**src/rtl/dds_cmd_sender_if.sv**
```systemverilog
//------------------------------------------------------------------------------
// dds_cmd_sender_if : host command side and UART transmit side of dds_cmd_sender
// Rev 1.0
//------------------------------------------------------------------------------
`default_nettype none

interface dds_cmd_sender_if;
  logic        start;
  logic [31:0] m_in;
  logic        en_req;
  logic        busy;
  logic        done;
  logic        transmit;
  logic [7:0]  tx_byte;
  logic        tx_busy;

  modport master (
    input  start, m_in, en_req, tx_busy,
    output busy, done, transmit, tx_byte
  );

  modport slave (
    output start, m_in, en_req, tx_busy,
    input  busy, done, transmit, tx_byte
  );
endinterface

`default_nettype wire

```
**src/rtl/dds_cmd_sender.sv**
```systemverilog
//------------------------------------------------------------------------------
// dds_cmd_sender : sends BYTE0..3/data pairs, SET and optional ENABLE to a UART.
// Option macro DDS_SKIP_UNCHANGED_EN : skip byte lanes equal to the last value sent.
// Rev 1.0
//------------------------------------------------------------------------------
`default_nettype none

// Command codes normally come from commands.vh; these defaults apply when it is absent.
`ifndef BYTE0
`define BYTE0  8'hB0
`endif
`ifndef BYTE1
`define BYTE1  8'hB1
`endif
`ifndef BYTE2
`define BYTE2  8'hB2
`endif
`ifndef BYTE3
`define BYTE3  8'hB3
`endif
`ifndef SET
`define SET    8'h53
`endif
`ifndef ENABLE
`define ENABLE 8'h45
`endif

module dds_cmd_sender #(
  parameter int GAP_CYCLES  = 10,
  parameter bit SEND_ENABLE = 1'b1
) (
  input  wire logic        clk,
  input  wire logic        rst_n,
  dds_cmd_sender_if.master cmd
);

  localparam int              c_GW      = (GAP_CYCLES > 0) ? $clog2(GAP_CYCLES + 1) : 1;
  localparam logic [c_GW-1:0] c_GAP_MAX = c_GW'(GAP_CYCLES);

  localparam logic [2:0] c_IDLE = 3'd0;
  localparam logic [2:0] c_LOAD = 3'd1;
  localparam logic [2:0] c_SEND = 3'd2;
  localparam logic [2:0] c_WAIT = 3'd3;
  localparam logic [2:0] c_GAP  = 3'd4;
  localparam logic [2:0] c_FIN  = 3'd5;

  logic [2:0]      state_q, state_d;
  logic [3:0]      idx_q, idx_d;
  logic [3:0]      last_q, last_d;
  logic [c_GW-1:0] gap_q, gap_d;
  logic            first_q, first_d;
  logic [31:0]     m_q, m_d;
  logic            en_q, en_d;
  logic            busy_q, busy_d;
  logic            transmit_q, transmit_d;
  logic [7:0]      tx_byte_q, tx_byte_d;

  logic [3:0]      w_skip;
  logic [3:0]      w_first;
  logic [3:0]      w_next;
  logic [7:0]      w_byte;

`ifdef DDS_SKIP_UNCHANGED_EN
  logic [31:0] cache_q, cache_d;
  logic [3:0]  valid_q, valid_d;

  always_comb begin
    for (int l = 0; l < 4; l++) begin
      w_skip[l] = valid_q[l] && (cache_q[8*l +: 8] == m_q[8*l +: 8]);
    end
  end

  always_ff @(posedge clk or negedge rst_n) begin
    if (!rst_n) begin
      cache_q <= 32'h0;
      valid_q <= 4'h0;
    end else begin
      cache_q <= cache_d;
      valid_q <= valid_d;
    end
  end
`else
  assign w_skip = 4'h0;
`endif

  // Lane l occupies indices 2l (command) and 2l+1 (data); a lane is skipped as a pair.
  always_comb begin
    w_first = 4'd8;
    w_next  = idx_q + 4'd1;
    for (int l = 3; l >= 0; l--) begin
      if (!w_skip[l]) w_first = {1'b0, 2'(l), 1'b0};
    end
    if (idx_q[0] && !idx_q[3]) begin
      w_next = 4'd8;
      for (int l = 3; l >= 0; l--) begin
        if ((2'(l) > idx_q[2:1]) && !w_skip[l]) w_next = {1'b0, 2'(l), 1'b0};
      end
    end
  end

  always_comb begin
    case (idx_q)
      4'd0:    w_byte = `BYTE0;
      4'd1:    w_byte = m_q[7:0];
      4'd2:    w_byte = `BYTE1;
      4'd3:    w_byte = m_q[15:8];
      4'd4:    w_byte = `BYTE2;
      4'd5:    w_byte = m_q[23:16];
      4'd6:    w_byte = `BYTE3;
      4'd7:    w_byte = m_q[31:24];
      4'd8:    w_byte = `SET;
      4'd9:    w_byte = `ENABLE;
      default: w_byte = 8'h00;
    endcase
  end

  always_comb begin
    state_d    = state_q;
    idx_d      = idx_q;
    last_d     = last_q;
    gap_d      = gap_q;
    first_d    = first_q;
    m_d        = m_q;
    en_d       = en_q;
    busy_d     = busy_q;
    transmit_d = 1'b0;
    tx_byte_d  = tx_byte_q;
`ifdef DDS_SKIP_UNCHANGED_EN
    cache_d    = cache_q;
    valid_d    = valid_q;
`endif
    case (state_q)
      c_IDLE: begin
        if (cmd.start) begin
          m_d     = cmd.m_in;
          en_d    = cmd.en_req;
          busy_d  = 1'b1;
          state_d = c_LOAD;
        end
      end
      c_LOAD: begin
        idx_d   = w_first;
        last_d  = (SEND_ENABLE && en_q) ? 4'd9 : 4'd8;
        state_d = c_SEND;
      end
      c_SEND: begin
        if (!cmd.tx_busy) begin
          tx_byte_d  = w_byte;
          transmit_d = 1'b1;
          first_d    = 1'b1;
          state_d    = c_WAIT;
`ifdef DDS_SKIP_UNCHANGED_EN
          if (idx_q[0] && !idx_q[3]) begin
            for (int l = 0; l < 4; l++) begin
              if (idx_q[2:1] == 2'(l)) begin
                cache_d[8*l +: 8] = w_byte;
                valid_d[l]        = 1'b1;
              end
            end
          end
`endif
        end
      end
      c_WAIT: begin
        // The UART raises tx_busy one cycle after the strobe, so the first cycle is blind.
        if (first_q) begin
          first_d = 1'b0;
        end else if (!cmd.tx_busy) begin
          gap_d   = '0;
          state_d = c_GAP;
        end
      end
      c_GAP: begin
        if (gap_q == c_GAP_MAX) begin
          if (idx_q == last_q) begin
            state_d = c_FIN;
          end else begin
            idx_d   = w_next;
            state_d = c_SEND;
          end
        end else begin
          gap_d = gap_q + 1'b1;
        end
      end
      c_FIN: begin
        busy_d  = 1'b0;
        state_d = c_IDLE;
      end
      default: state_d = c_IDLE;
    endcase
  end

  always_ff @(posedge clk or negedge rst_n) begin
    if (!rst_n) begin
      state_q    <= c_IDLE;
      idx_q      <= 4'd0;
      last_q     <= 4'd0;
      gap_q      <= '0;
      first_q    <= 1'b0;
      m_q        <= 32'h0;
      en_q       <= 1'b0;
      busy_q     <= 1'b0;
      transmit_q <= 1'b0;
      tx_byte_q  <= 8'h00;
    end else begin
      state_q    <= state_d;
      idx_q      <= idx_d;
      last_q     <= last_d;
      gap_q      <= gap_d;
      first_q    <= first_d;
      m_q        <= m_d;
      en_q       <= en_d;
      busy_q     <= busy_d;
      transmit_q <= transmit_d;
      tx_byte_q  <= tx_byte_d;
    end
  end

  // done is decoded from FIN so busy is still high in the done cycle.
  assign cmd.transmit = transmit_q;
  assign cmd.tx_byte  = tx_byte_q;
  assign cmd.busy     = busy_q;
  assign cmd.done     = (state_q == c_FIN);

endmodule

`default_nettype wire

```
**src/flat_wrapper.sv**
```systemverilog
// flat-port wrapper written by rule: the top's interface ports become plain ports
module dds_cmd_sender_flat 
#(
  parameter int GAP_CYCLES  = 10,
  parameter bit SEND_ENABLE = 1'b1
)
  (clk, rst_n, cmd_start, cmd_m_in, cmd_en_req, cmd_tx_busy, cmd_busy, cmd_done, cmd_transmit, cmd_tx_byte);
  dds_cmd_sender_if cmd_i ();
  input  wire logic clk;
  input  wire logic rst_n;
  input wire logic [$bits(cmd_i.start)-1:0] cmd_start;
  input wire logic [$bits(cmd_i.m_in)-1:0] cmd_m_in;
  input wire logic [$bits(cmd_i.en_req)-1:0] cmd_en_req;
  input wire logic [$bits(cmd_i.tx_busy)-1:0] cmd_tx_busy;
  output wire logic [$bits(cmd_i.busy)-1:0] cmd_busy;
  output wire logic [$bits(cmd_i.done)-1:0] cmd_done;
  output wire logic [$bits(cmd_i.transmit)-1:0] cmd_transmit;
  output wire logic [$bits(cmd_i.tx_byte)-1:0] cmd_tx_byte;
  assign cmd_i.start = cmd_start;
  assign cmd_i.m_in = cmd_m_in;
  assign cmd_i.en_req = cmd_en_req;
  assign cmd_i.tx_busy = cmd_tx_busy;
  assign cmd_busy = cmd_i.busy;
  assign cmd_done = cmd_i.done;
  assign cmd_transmit = cmd_i.transmit;
  assign cmd_tx_byte = cmd_i.tx_byte;
  dds_cmd_sender #(.GAP_CYCLES(GAP_CYCLES), .SEND_ENABLE(SEND_ENABLE)) u_core (.clk(clk), .rst_n(rst_n), .cmd(cmd_i));
endmodule
```
**config.mk**
```make
export PLATFORM = sky130hd
export DESIGN_NAME = dds_cmd_sender_flat
export DESIGN_NICKNAME = d
export VERILOG_FILES = /design/src/rtl/dds_cmd_sender_if.sv /design/src/rtl/dds_cmd_sender.sv /design/src/flat_wrapper.sv
export SDC_FILE = /design/constraint.sdc
export NUM_CORES = 1
export LEC_CHECK = 0
export CAP_MARGIN = 20
export CORE_UTILIZATION = 45
export CTS_BUF_LIST = sky130_fd_sc_hd__clkbuf_8
export CTS_CLUSTER_SIZE = 40
export DETAILED_ROUTE_END_ITERATION = 16
export PLACE_DENSITY = 0.71
export SYNTH_ARGS = -nofsm -noshare
export SYNTH_HDL_FRONTEND = slang
export SYNTH_SLANG_ARGS = --single-unit
```
**constraint.sdc**
```tcl
create_clock -name clk -period 2 [get_ports clk]
set_input_delay 0.3 -clock clk [delete_from_list [all_inputs] [get_ports clk]]
set_output_delay 0.3 -clock clk [all_outputs]
set_load 0.005 [all_outputs]
```
==> report_table.html, run 1 <==
<table>
<tr><th>Metric</th><th>Value</th></tr>
<tr><th colspan="2">Status</th></tr>
<tr><td>Run status</td><td>finished, final reports clean</td></tr>
<tr><th colspan="2">Global routing</th></tr>
<tr><td>Overall fraction of global-route tracks in use</td><td>20.9%</td></tr>
<tr><td>Global route total overflow</td><td>0</td></tr>
<tr><td>Pin count of the biggest net entering global routing</td><td>37</td></tr>
<tr><td>Most utilized layer in the global route result</td><td>met2</td></tr>
<tr><td>Number of global-route vias before repair</td><td>2057</td></tr>
<tr><td>Met3 track demand over resource</td><td>5.45%</td></tr>
<tr><td>Met1 track demand over resource in global routing</td><td>27.0%</td></tr>
<tr><td>Met2 usage in global routing</td><td>32.2%</td></tr>
<tr><td>Wire length of the first global-routing pass</td><td>9940 microns</td></tr>
<tr><td>Number of antenna violations at the first check in global routing</td><td>0</td></tr>
<tr><th colspan="2">Final layout</th></tr>
<tr><td>Antenna diode count</td><td>0</td></tr>
<tr><td>Post-layout util</td><td>60.4%</td></tr>
<tr><td>Post-layout nets</td><td>342</td></tr>
<tr><td>Fraction of final layout cells with drive strength greater than 1</td><td>24.5%</td></tr>
<tr><td>Area Overhead vs Synth</td><td>29.4%</td></tr>
<tr><th colspan="2">STA</th></tr>
<tr><td>Fin. max-slew vios</td><td>0</td></tr>
<tr><td>Final Hold Fails</td><td>0</td></tr>
<tr><td>Relative slew slack</td><td>66.1%</td></tr>
<tr><td>Upper clock frequency limit</td><td>524 MHz</td></tr>
<tr><td>Sum of negative setup slack</td><td>0 ns</td></tr>
<tr><td>Ratio of final minimum period to clock period</td><td>95.5%</td></tr>
<tr><td>Fin crit period</td><td>1.91 ns</td></tr>
<tr><td>Final setup violation count</td><td>0</td></tr>
<tr><td>Min Hold Slack</td><td>0.470 ns</td></tr>
<tr><td>Final clock skew</td><td>0.00673 ns</td></tr>
<tr><td>Transition time of the tightest slew-check pin</td><td>0.508 ns</td></tr>
<tr><td>RSZ-0062 raised after global routing</td><td>no</td></tr>
<tr><td>Final setup margin</td><td>0.0902 ns</td></tr>
<tr><th colspan="2">Routing</th></tr>
<tr><td>Final ANT Viol Nets</td><td>0</td></tr>
<tr><td>Vias/cell</td><td>5.52</td></tr>
<tr><td>Detailed Routing Iterations Pass 1</td><td>4</td></tr>
<tr><td>Iteration-0 DRC Markers</td><td>79</td></tr>
<tr><td>WL final</td><td>5840 microns</td></tr>
<tr><td>Routed length per placed instance</td><td>15.5 microns</td></tr>
<tr><td>Post-route DRC</td><td>0</td></tr>
<tr><td>Detailed-route via count</td><td>2081</td></tr>
<tr><th colspan="2">Critical path</th></tr>
<tr><td>Cell type of the slowest stage on the worst timing path</td><td>sky130_fd_sc_hd__clkdlybuf4s50_1</td></tr>
<tr><td>Startpoint-to-endpoint class of the critical path</td><td>reg -&gt; out</td></tr>
<tr><td>CP endpoint kind</td><td>output port</td></tr>
<tr><td>Bufs and invs on worst path</td><td>2</td></tr>
<tr><td>R2R setup slack</td><td>0.17 ns</td></tr>
<tr><td>Endpoint of the most critical register-to-register path</td><td>u_core.cmd.tx_byte[2]</td></tr>
<tr><td>Crit-path leading delay family</td><td>buffers and inverters</td></tr>
<tr><td>CP required</td><td>1.70 ns</td></tr>
<tr><td>Critical path cell sequence</td><td>buf_4, and3b_1, clkdlybuf4s50_1</td></tr>
<tr><td>Startpoint of the most critical register-to-register path</td><td>u_core.idx_q[0]</td></tr>
<tr><td>Stage delay of the slowest cell on the critical path</td><td>0.50 ns</td></tr>
<tr><td>Max Fanout on Critical Path</td><td>10</td></tr>
<tr><td>Worst Reg-to-Reg Cells</td><td>7</td></tr>
<tr><td>Nature of the critical path startpoint</td><td>flop</td></tr>
<tr><td>Data arrival, critical path</td><td>1.61 ns</td></tr>
<tr><th colspan="2">Placement</th></tr>
<tr><td>Final weighted congestion of routability-driven global placement</td><td>0.842</td></tr>
<tr><td>Setup slack after placement</td><td>0.116 ns</td></tr>
<tr><td>DP Wirelength</td><td>4150 microns</td></tr>
<tr><td>I/O Buffers</td><td>47</td></tr>
<tr><th colspan="2">Floorplan</th></tr>
<tr><td>Starting density of the core</td><td>46.7%</td></tr>
<tr><td>Ports</td><td>48</td></tr>
<tr><td>Area of the die</td><td>6460 sq um</td></tr>
<tr><td>Die width</td><td>80.4 microns</td></tr>
<tr><td>Die height</td><td>80.4 microns</td></tr>
<tr><td>Area of the placeable core</td><td>5920 sq um</td></tr>
<tr><td>Num rows</td><td>28</td></tr>
<tr><th colspan="2">Clocking</th></tr>
<tr><td>Clock input transition at the sequential cells of the worst setup and hold paths</td><td>0.06 ns</td></tr>
<tr><td>Total setup buffers inserted after CTS</td><td>0</td></tr>
<tr><td>Number of buffers created by CTS</td><td>9</td></tr>
<tr><td>TritonCTS clock tree</td><td>built</td></tr>
<tr><td>Clock tree buffer depth</td><td>2</td></tr>
<tr><td>Insertion delay of the later-clocked pin in the worst-skew pair</td><td>0.33 ns</td></tr>
<tr><td>Number of sinks driven by the clock tree</td><td>57</td></tr>
<tr><td>Clock tree root driver cell</td><td>sky130_fd_sc_hd__clkbuf_8</td></tr>
<tr><td>Htree depth</td><td>3</td></tr>
<tr><th colspan="2">Yosys</th></tr>
<tr><td>Number of standard cells after synthesis</td><td>240</td></tr>
<tr><td>Leading cell type by number of instances after synthesis</td><td>sky130_fd_sc_hd__dfrtp_1</td></tr>
<tr><td>Cell variety after synth</td><td>48</td></tr>
<tr><td>Sequential cell area fraction in the yosys report</td><td>51.6%</td></tr>
<tr><td>Count of flip-flops with a built-in enable after synthesis</td><td>0</td></tr>
<tr><td>Async set-or-reset flop fraction in the synthesized netlist</td><td>100%</td></tr>
<tr><td>Syn nets</td><td>284</td></tr>
<tr><td>Area contributors post-synth</td><td>sky130_fd_sc_hd__dfrtp_1, sky130_fd_sc_hd__mux2_2, sky130_fd_sc_hd__ha_1</td></tr>
<tr><td>Biggest area consumer among synthesized cells</td><td>sky130_fd_sc_hd__dfrtp_1</td></tr>
<tr><td>Avg Inst Size Synth</td><td>11.5 sq um</td></tr>
<tr><td>Number of warnings reported in the yosys synthesis log</td><td>0</td></tr>
<tr><td>Number of synthesized register bits</td><td>57</td></tr>
<tr><td>Main flop type after synthesis</td><td>sky130_fd_sc_hd__dfrtp_1</td></tr>
<tr><td>Most frequent cells after synthesis</td><td>sky130_fd_sc_hd__dfrtp_1, sky130_fd_sc_hd__mux2_2, sky130_fd_sc_hd__nand2_1</td></tr>
<tr><td>Area share of the leading cell type in the synthesized netlist</td><td>51.6%</td></tr>
<tr><td>Area of the mapped netlist</td><td>2770 sq um</td></tr>
<tr><th colspan="2">Power</th></tr>
<tr><td>P_leak</td><td>1.55 nW</td></tr>
<tr><td>PD cells</td><td>1130 nW/um^2</td></tr>
<tr><td>Worst voltage drop across the vdd grid</td><td>0.612 mV</td></tr>
<tr><td>Overall Power</td><td>4.04 mW</td></tr>
<tr><th colspan="2">Worst hold path</th></tr>
<tr><td>Worst hold path class</td><td>in -&gt; async</td></tr>
<tr><th colspan="2">Run</th></tr>
<tr><td>Maximum Capacitance Violations</td><td>0</td></tr>
</table>
[layer usage]
layer	share of wire, %	wire [microns]
met5	0	0
met4	1.9	112
met3	5.1	298
met2	48	2790
met1	45	2640
[cells by family after synthesis]
group	count (synthesis)	share of synthesized area, %
simple gates	57	10.8
fa+ha+maj	7	3.17
buf+inv	23	3.89
xor+xnor	3	0.950
flops	57	51.6
compound gates	52	13.0
mux	41	16.6
[layout make-up]
class                   count  area (sq um)
well taps                  75          93.8
clock buffers              12           165
fillers                   514          2340
inverters                   8          30.0
clock inverters             3          15.0
flip-flops and latches     57          1430
multi-input cells         160          1240
repair buffers             62           606
[what timing repair did]
item | CTS | global route
resized for setup | 0 | 1
hold endpoints to repair | 21 | 0
hold buffers | 1 | 0
setup endpoints to repair | 0 | 8
[placed cells by master, fill, tap and decap left out, types with 6 or more instances in the layout]
| master | n |
|---|---|
| sky130_fd_sc_hd__inv_1 | 7 |
| sky130_fd_sc_hd__ha_1 | 7 |
| sky130_fd_sc_hd__clkdlybuf4s50_1 | 46 |
| sky130_fd_sc_hd__mux2_2 | 37 |
| sky130_fd_sc_hd__o21ai_0 | 13 |
| sky130_fd_sc_hd__buf_4 | 12 |
| sky130_fd_sc_hd__clkbuf_8 | 12 |
| sky130_fd_sc_hd__dfrtp_1 | 56 |
| sky130_fd_sc_hd__nor2_1 | 11 |
| sky130_fd_sc_hd__nand3_1 | 6 |
| sky130_fd_sc_hd__nand2_1 | 18 |
| sky130_fd_sc_hd__a21oi_1 | 7 |
[state kept, by name, indices dropped and copies added (netlist names)]
signal               flops
u_core.cmd.busy          1
u_core.cmd.transmit      1
u_core.cmd.tx_byte       8
u_core.en_q              1
u_core.first_q           1
u_core.gap_q             4
u_core.idx_q             4
u_core.last_q            2
u_core.m_q              32
u_core.state_q           3
[stage by stage]
| stage | cell area (sq um) | std cells |
|---|---|---|
| after floorplan | 2770 | 240 |
| after global placement | 3390 | 361 |
| after detailed placement | 3390 | 361 |
| after CTS | 3580 | 377 |
| after global routing | 3580 | 377 |
| final | 3580 | 377 |
[worst register-to-register path: stages, from the launching register on]
cell	delay, ns
sky130_fd_sc_hd__dfrtp_2	0.46
sky130_fd_sc_hd__inv_1	0.10
sky130_fd_sc_hd__ha_1	0.28
sky130_fd_sc_hd__nor4_1	0.32
sky130_fd_sc_hd__o22ai_1	0.15
sky130_fd_sc_hd__nand2_1	0.14
sky130_fd_sc_hd__buf_4	0.17
sky130_fd_sc_hd__o21ai_0	0.10
[where the power goes]
group	internal [mW]	switching (mW)	total, mW
combinational	0.716	0.494	1.21
clock	0.537	0.423	0.959
sequential	1.62	0.260	1.87
total	2.87	1.18	4.04
[worst max path at each step]
stage	from	end	slack (ns)	depth (start not counted)
after global routing	u_core.state_q[1]	cmd_done	0.01	3
after CTS	u_core.state_q[1]	cmd_done	0.07	3
after detailed placement	u_core.idx_q[0]	u_core.cmd.tx_byte[5]	0.12	6
after global placement	u_core.idx_q[0]	u_core.cmd.tx_byte[5]	0.17	6
after floorplan	u_core.idx_q[0]	u_core.cmd.tx_byte[5]	0.18	7
final	u_core.state_q[1]	cmd_done	0.09	3
No activity file was read; power rests on OpenSTA's default activity.
==> run 2, diff against run 1 <==
--- a/config.mk
+++ b/config.mk
@@ -10,7 +10,7 @@
 export CTS_BUF_LIST = sky130_fd_sc_hd__clkbuf_8
 export CTS_CLUSTER_SIZE = 40
 export DETAILED_ROUTE_END_ITERATION = 16
-export PLACE_DENSITY = 0.71
+export PLACE_DENSITY = 0.7
 export SYNTH_ARGS = -nofsm -noshare
 export SYNTH_HDL_FRONTEND = slang
 export SYNTH_SLANG_ARGS = --single-unit
==> run 2 against run 1 <==
Register-to-register slack worse by 0.05 ns. Worst setup slack improved by 0.0041 ns. Worst hold slack improved by 0.013 ns. Non-clock buffer count stayed put. Via count fell by 4.1%. Clock power fell by 7.8%. Largest power group unchanged.
==> report_table.html, run 2 (synthesis results as in run 1) <==
<table>
<tr><th>Metric</th><th>Value</th></tr>
<tr><th colspan="2">Status</th></tr>
<tr><td>Run status</td><td>finished, final reports clean</td></tr>
<tr><th colspan="2">Clocking</th></tr>
<tr><td>Number of sinks driven by the clock tree</td><td>57 (unchanged)</td></tr>
<tr><td>Clock tree root driver cell</td><td>sky130_fd_sc_hd__clkbuf_8</td></tr>
<tr><td>TritonCTS clock tree</td><td>built</td></tr>
<tr><td>Number of buffers created by CTS</td><td>9 (unchanged)</td></tr>
<tr><td>Clock tree buffer depth</td><td>2 (unchanged)</td></tr>
<tr><td>Number of cells upsized or downsized after cts</td><td>0 (unchanged)</td></tr>
<tr><td>Clock input transition at the sequential cells of the worst setup and hold paths</td><td>0.06 ns (about the same)</td></tr>
<tr><td>Insertion delay of the later-clocked pin in the worst-skew pair</td><td>0.33 ns (about the same)</td></tr>
<tr><td>Htree depth</td><td>3 (unchanged)</td></tr>
<tr><th colspan="2">STA</th></tr>
<tr><td>Final setup violation count</td><td>0 (unchanged)</td></tr>
<tr><td>Transition time of the tightest slew-check pin</td><td>0.379 ns (-0.129 ns)</td></tr>
<tr><td>Final Hold Fails</td><td>0 (unchanged)</td></tr>
<tr><td>Sum of negative setup slack</td><td>0 ns (unchanged)</td></tr>
<tr><td>Final setup margin</td><td>0.0943 ns (+0.00406 ns)</td></tr>
<tr><td>Relative slew slack</td><td>74.7% (+8.6 points)</td></tr>
<tr><td>RSZ-0062 raised after global routing</td><td>no</td></tr>
<tr><td>Upper clock frequency limit</td><td>525 MHz (+0.21%)</td></tr>
<tr><td>Ratio of final minimum period to clock period</td><td>95.3% (-0.20 points)</td></tr>
<tr><td>Fin. max-slew vios</td><td>0 (unchanged)</td></tr>
<tr><td>Fin crit period</td><td>1.91 ns (-0.00406 ns)</td></tr>
<tr><td>Final clock skew</td><td>0.00745 ns (+0.000718 ns)</td></tr>
<tr><th colspan="2">Critical path</th></tr>
<tr><td>Stage delay of the slowest cell on the critical path</td><td>0.50 ns (about the same)</td></tr>
<tr><td>Startpoint-to-endpoint class of the critical path</td><td>reg -&gt; out</td></tr>
<tr><td>Data arrival, critical path</td><td>1.61 ns (about the same)</td></tr>
<tr><td>Max Fanout on Critical Path</td><td>10 (unchanged)</td></tr>
<tr><td>Critical path cell sequence</td><td>buf_4, and3b_1, clkdlybuf4s50_1</td></tr>
<tr><td>Nature of the critical path startpoint</td><td>flop</td></tr>
<tr><td>Worst Reg-to-Reg Cells</td><td>6 (-1)</td></tr>
<tr><td>CP required</td><td>1.70 ns (about the same)</td></tr>
<tr><td>Cell type of the slowest stage on the worst timing path</td><td>sky130_fd_sc_hd__clkdlybuf4s50_1</td></tr>
<tr><td>CP endpoint kind</td><td>output port</td></tr>
<tr><th colspan="2">Final layout</th></tr>
<tr><td>Flip-flop count of the largest register, all copies and words added</td><td>32 (unchanged)</td></tr>
<tr><td>Most flop-heavy register</td><td>u_core.m_q</td></tr>
<tr><td>Most used cells in the layout excluding fill and tap cells</td><td>sky130_fd_sc_hd__dfrtp_1, sky130_fd_sc_hd__clkdlybuf4s50_1, sky130_fd_sc_hd__mux2_2, sky130_fd_sc_hd__nand2_1, sky130_fd_sc_hd__o21ai_0</td></tr>
<tr><td>Fraction of final layout cells with drive strength greater than 1</td><td>23.8% (-0.66 points)</td></tr>
<tr><td>Area Overhead vs Synth</td><td>28.6%</td></tr>
<tr><td>Antenna diode count</td><td>0 (unchanged)</td></tr>
<tr><td>Post-layout nets</td><td>342 (unchanged)</td></tr>
<tr><td>Number of filler instances in the final layout</td><td>508 (-1.2%)</td></tr>
<tr><td>Most frequent standard cell in the layout excluding fill and tap cells</td><td>sky130_fd_sc_hd__dfrtp_1</td></tr>
<tr><th colspan="2">Floorplan</th></tr>
<tr><td>Die height</td><td>80.4 microns (unchanged)</td></tr>
<tr><td>Ports</td><td>48 (unchanged)</td></tr>
<tr><td>Area of the placeable core</td><td>5920 sq um (unchanged)</td></tr>
<tr><td>Area of the die</td><td>6460 sq um (unchanged)</td></tr>
<tr><td>Starting density of the core</td><td>46.7% (unchanged)</td></tr>
<tr><td>Num rows</td><td>28 (unchanged)</td></tr>
<tr><td>Die width</td><td>80.4 microns (unchanged)</td></tr>
<tr><th colspan="2">Run</th></tr>
<tr><td>Maximum Capacitance Violations</td><td>0 (unchanged)</td></tr>
<tr><th colspan="2">Power</th></tr>
<tr><td>PD cells</td><td>1110 nW/um^2 (-1.8%)</td></tr>
<tr><td>P_leak</td><td>1.54 nW (-0.22%)</td></tr>
<tr><td>Worst voltage drop across the vdd grid</td><td>0.771 mV (+26%)</td></tr>
<tr><th colspan="2">Routing</th></tr>
<tr><td>Vias/cell</td><td>5.29 (-4.1%)</td></tr>
<tr><td>Detailed-route via count</td><td>1996 (-4.1%)</td></tr>
<tr><td>Iteration-0 DRC Markers</td><td>189 (+140%)</td></tr>
<tr><td>Post-route DRC</td><td>0 (unchanged)</td></tr>
<tr><td>Detailed Routing Iterations Pass 1</td><td>4 (unchanged)</td></tr>
<tr><td>Routed length per placed instance</td><td>14.5 microns (-6.5%)</td></tr>
<tr><td>Final ANT Viol Nets</td><td>0 (unchanged)</td></tr>
<tr><td>WL final</td><td>5460 microns (-6.5%)</td></tr>
<tr><th colspan="2">Worst hold path</th></tr>
<tr><td>Min-Delay Path Depth</td><td>2</td></tr>
<tr><td>Worst hold path class</td><td>reg -&gt; reg</td></tr>
<tr><th colspan="2">Global routing</th></tr>
<tr><td>Number of antenna violations at the first check in global routing</td><td>0 (unchanged)</td></tr>
<tr><td>Overall fraction of global-route tracks in use</td><td>19.5% (-1.4 points)</td></tr>
<tr><td>Global route total overflow</td><td>0 (unchanged)</td></tr>
<tr><td>Pin count of the biggest net entering global routing</td><td>58 (+57%)</td></tr>
<tr><td>Number of global-route vias before repair</td><td>1861 (-9.5%)</td></tr>
<tr><td>Wire length of the first global-routing pass</td><td>9210 microns (-7.3%)</td></tr>
<tr><th colspan="2">Placement</th></tr>
<tr><td>Final weighted congestion of routability-driven global placement</td><td>0.822 (-2.5%)</td></tr>
<tr><td>DP Wirelength</td><td>3900 microns (-5.9%)</td></tr>
<tr><td>I/O Buffers</td><td>47 (unchanged)</td></tr>
<tr><td>Setup slack after placement</td><td>0.145 ns (+0.0285 ns)</td></tr>
</table>
run 2: cell types whose count changed in the layout (fill, tap and decap cells not counted):
cell,delta
sky130_fd_sc_hd__clkbuf_8,-2
sky130_fd_sc_hd__clkinv_2,+1
sky130_fd_sc_hd__dfrtp_1,+1
sky130_fd_sc_hd__dfrtp_2,-1
sky130_fd_sc_hd__inv_1,+1
run 2: path summary, 6_finish.rpt:
check | start | to | slack, ns
max | u_core.state_q[1] | cmd_done | 0.09
min | u_core.cmd.tx_byte[2] | u_core.cmd.tx_byte[2] | 0.48
max reg2reg | u_core.idx_q[0] | u_core.cmd.tx_byte[5] | 0.12
min reg2reg | u_core.cmd.tx_byte[2] | u_core.cmd.tx_byte[2] | 0.48
max in group asynchronous | rst_n | u_core.gap_q[3] | 1.25
min in group asynchronous | rst_n | u_core.m_q[20] | 0.49
run 2: what timing repair did:
action                                 CTS  global route
buffers inserted                         0             0
hold buffers                             1             0
endpoints found under the hold margin   57             0
run 2: cell type report:
type / instances / area, sq um / share of cell area [%]
clock buffers: 10 / 138 / 3.87
clock inverters: 5 / 23.8 / 0.668
inverters: 8 / 30.0 / 0.844
multi-input cells: 160 / 1240 / 34.9
flip-flops and latches: 57 / 1430 / 40.1
well taps: 75 / 93.8 / 2.64
repair buffers: 62 / 606 / 17.0
run 2: per-layer routing:
metal  GRT usage [%]  share of wire [%]  wire [microns]  vias up
li1                -                  -               -      990
met1            28.0                 51            2800      952
met2            26.5                 42            2300       48
met3            7.50                5.2             285        6
met4            6.43                1.3              71        0
met5               0                  0               0        -
run 2: worst max-delay path, delay by kind of cell (launching register included):
kind                   cells  cell delay, ns
buffers and inverters      2            0.67
DFF                        1            0.37
and+or+nand+nor            1            0.23
run 2: per-stage QoR:
| step | util [%] | power, mW | hold WS, ns | area (sq um) | instances |
|---|---|---|---|---|---|
| after global routing | 60.1 | 4.23 | 0.501 | 3560 | 377 |
| final | 60.1 | 3.95 | 0.483 | 3560 | 377 |
| after detailed placement | 57.2 | 3.09 | 0.323 | 3390 | 361 |
| after CTS | 60.1 | 3.99 | 0.489 | 3560 | 377 |
| after floorplan | - | 2.63 | 0.00441 | 2770 | 240 |
| after global placement | 57.2 | 3.04 | 0.320 | 3390 | 361 |
run 2: where the power goes:
group	internal, mW	leakage (nW)	switching, mW	total, mW
Combinational	0.715	0.753	0.482	1.20
Clock	0.461	0.0929	0.423	0.884
Sequential	1.61	0.698	0.251	1.87
Total	2.79	1.54	1.16	3.95
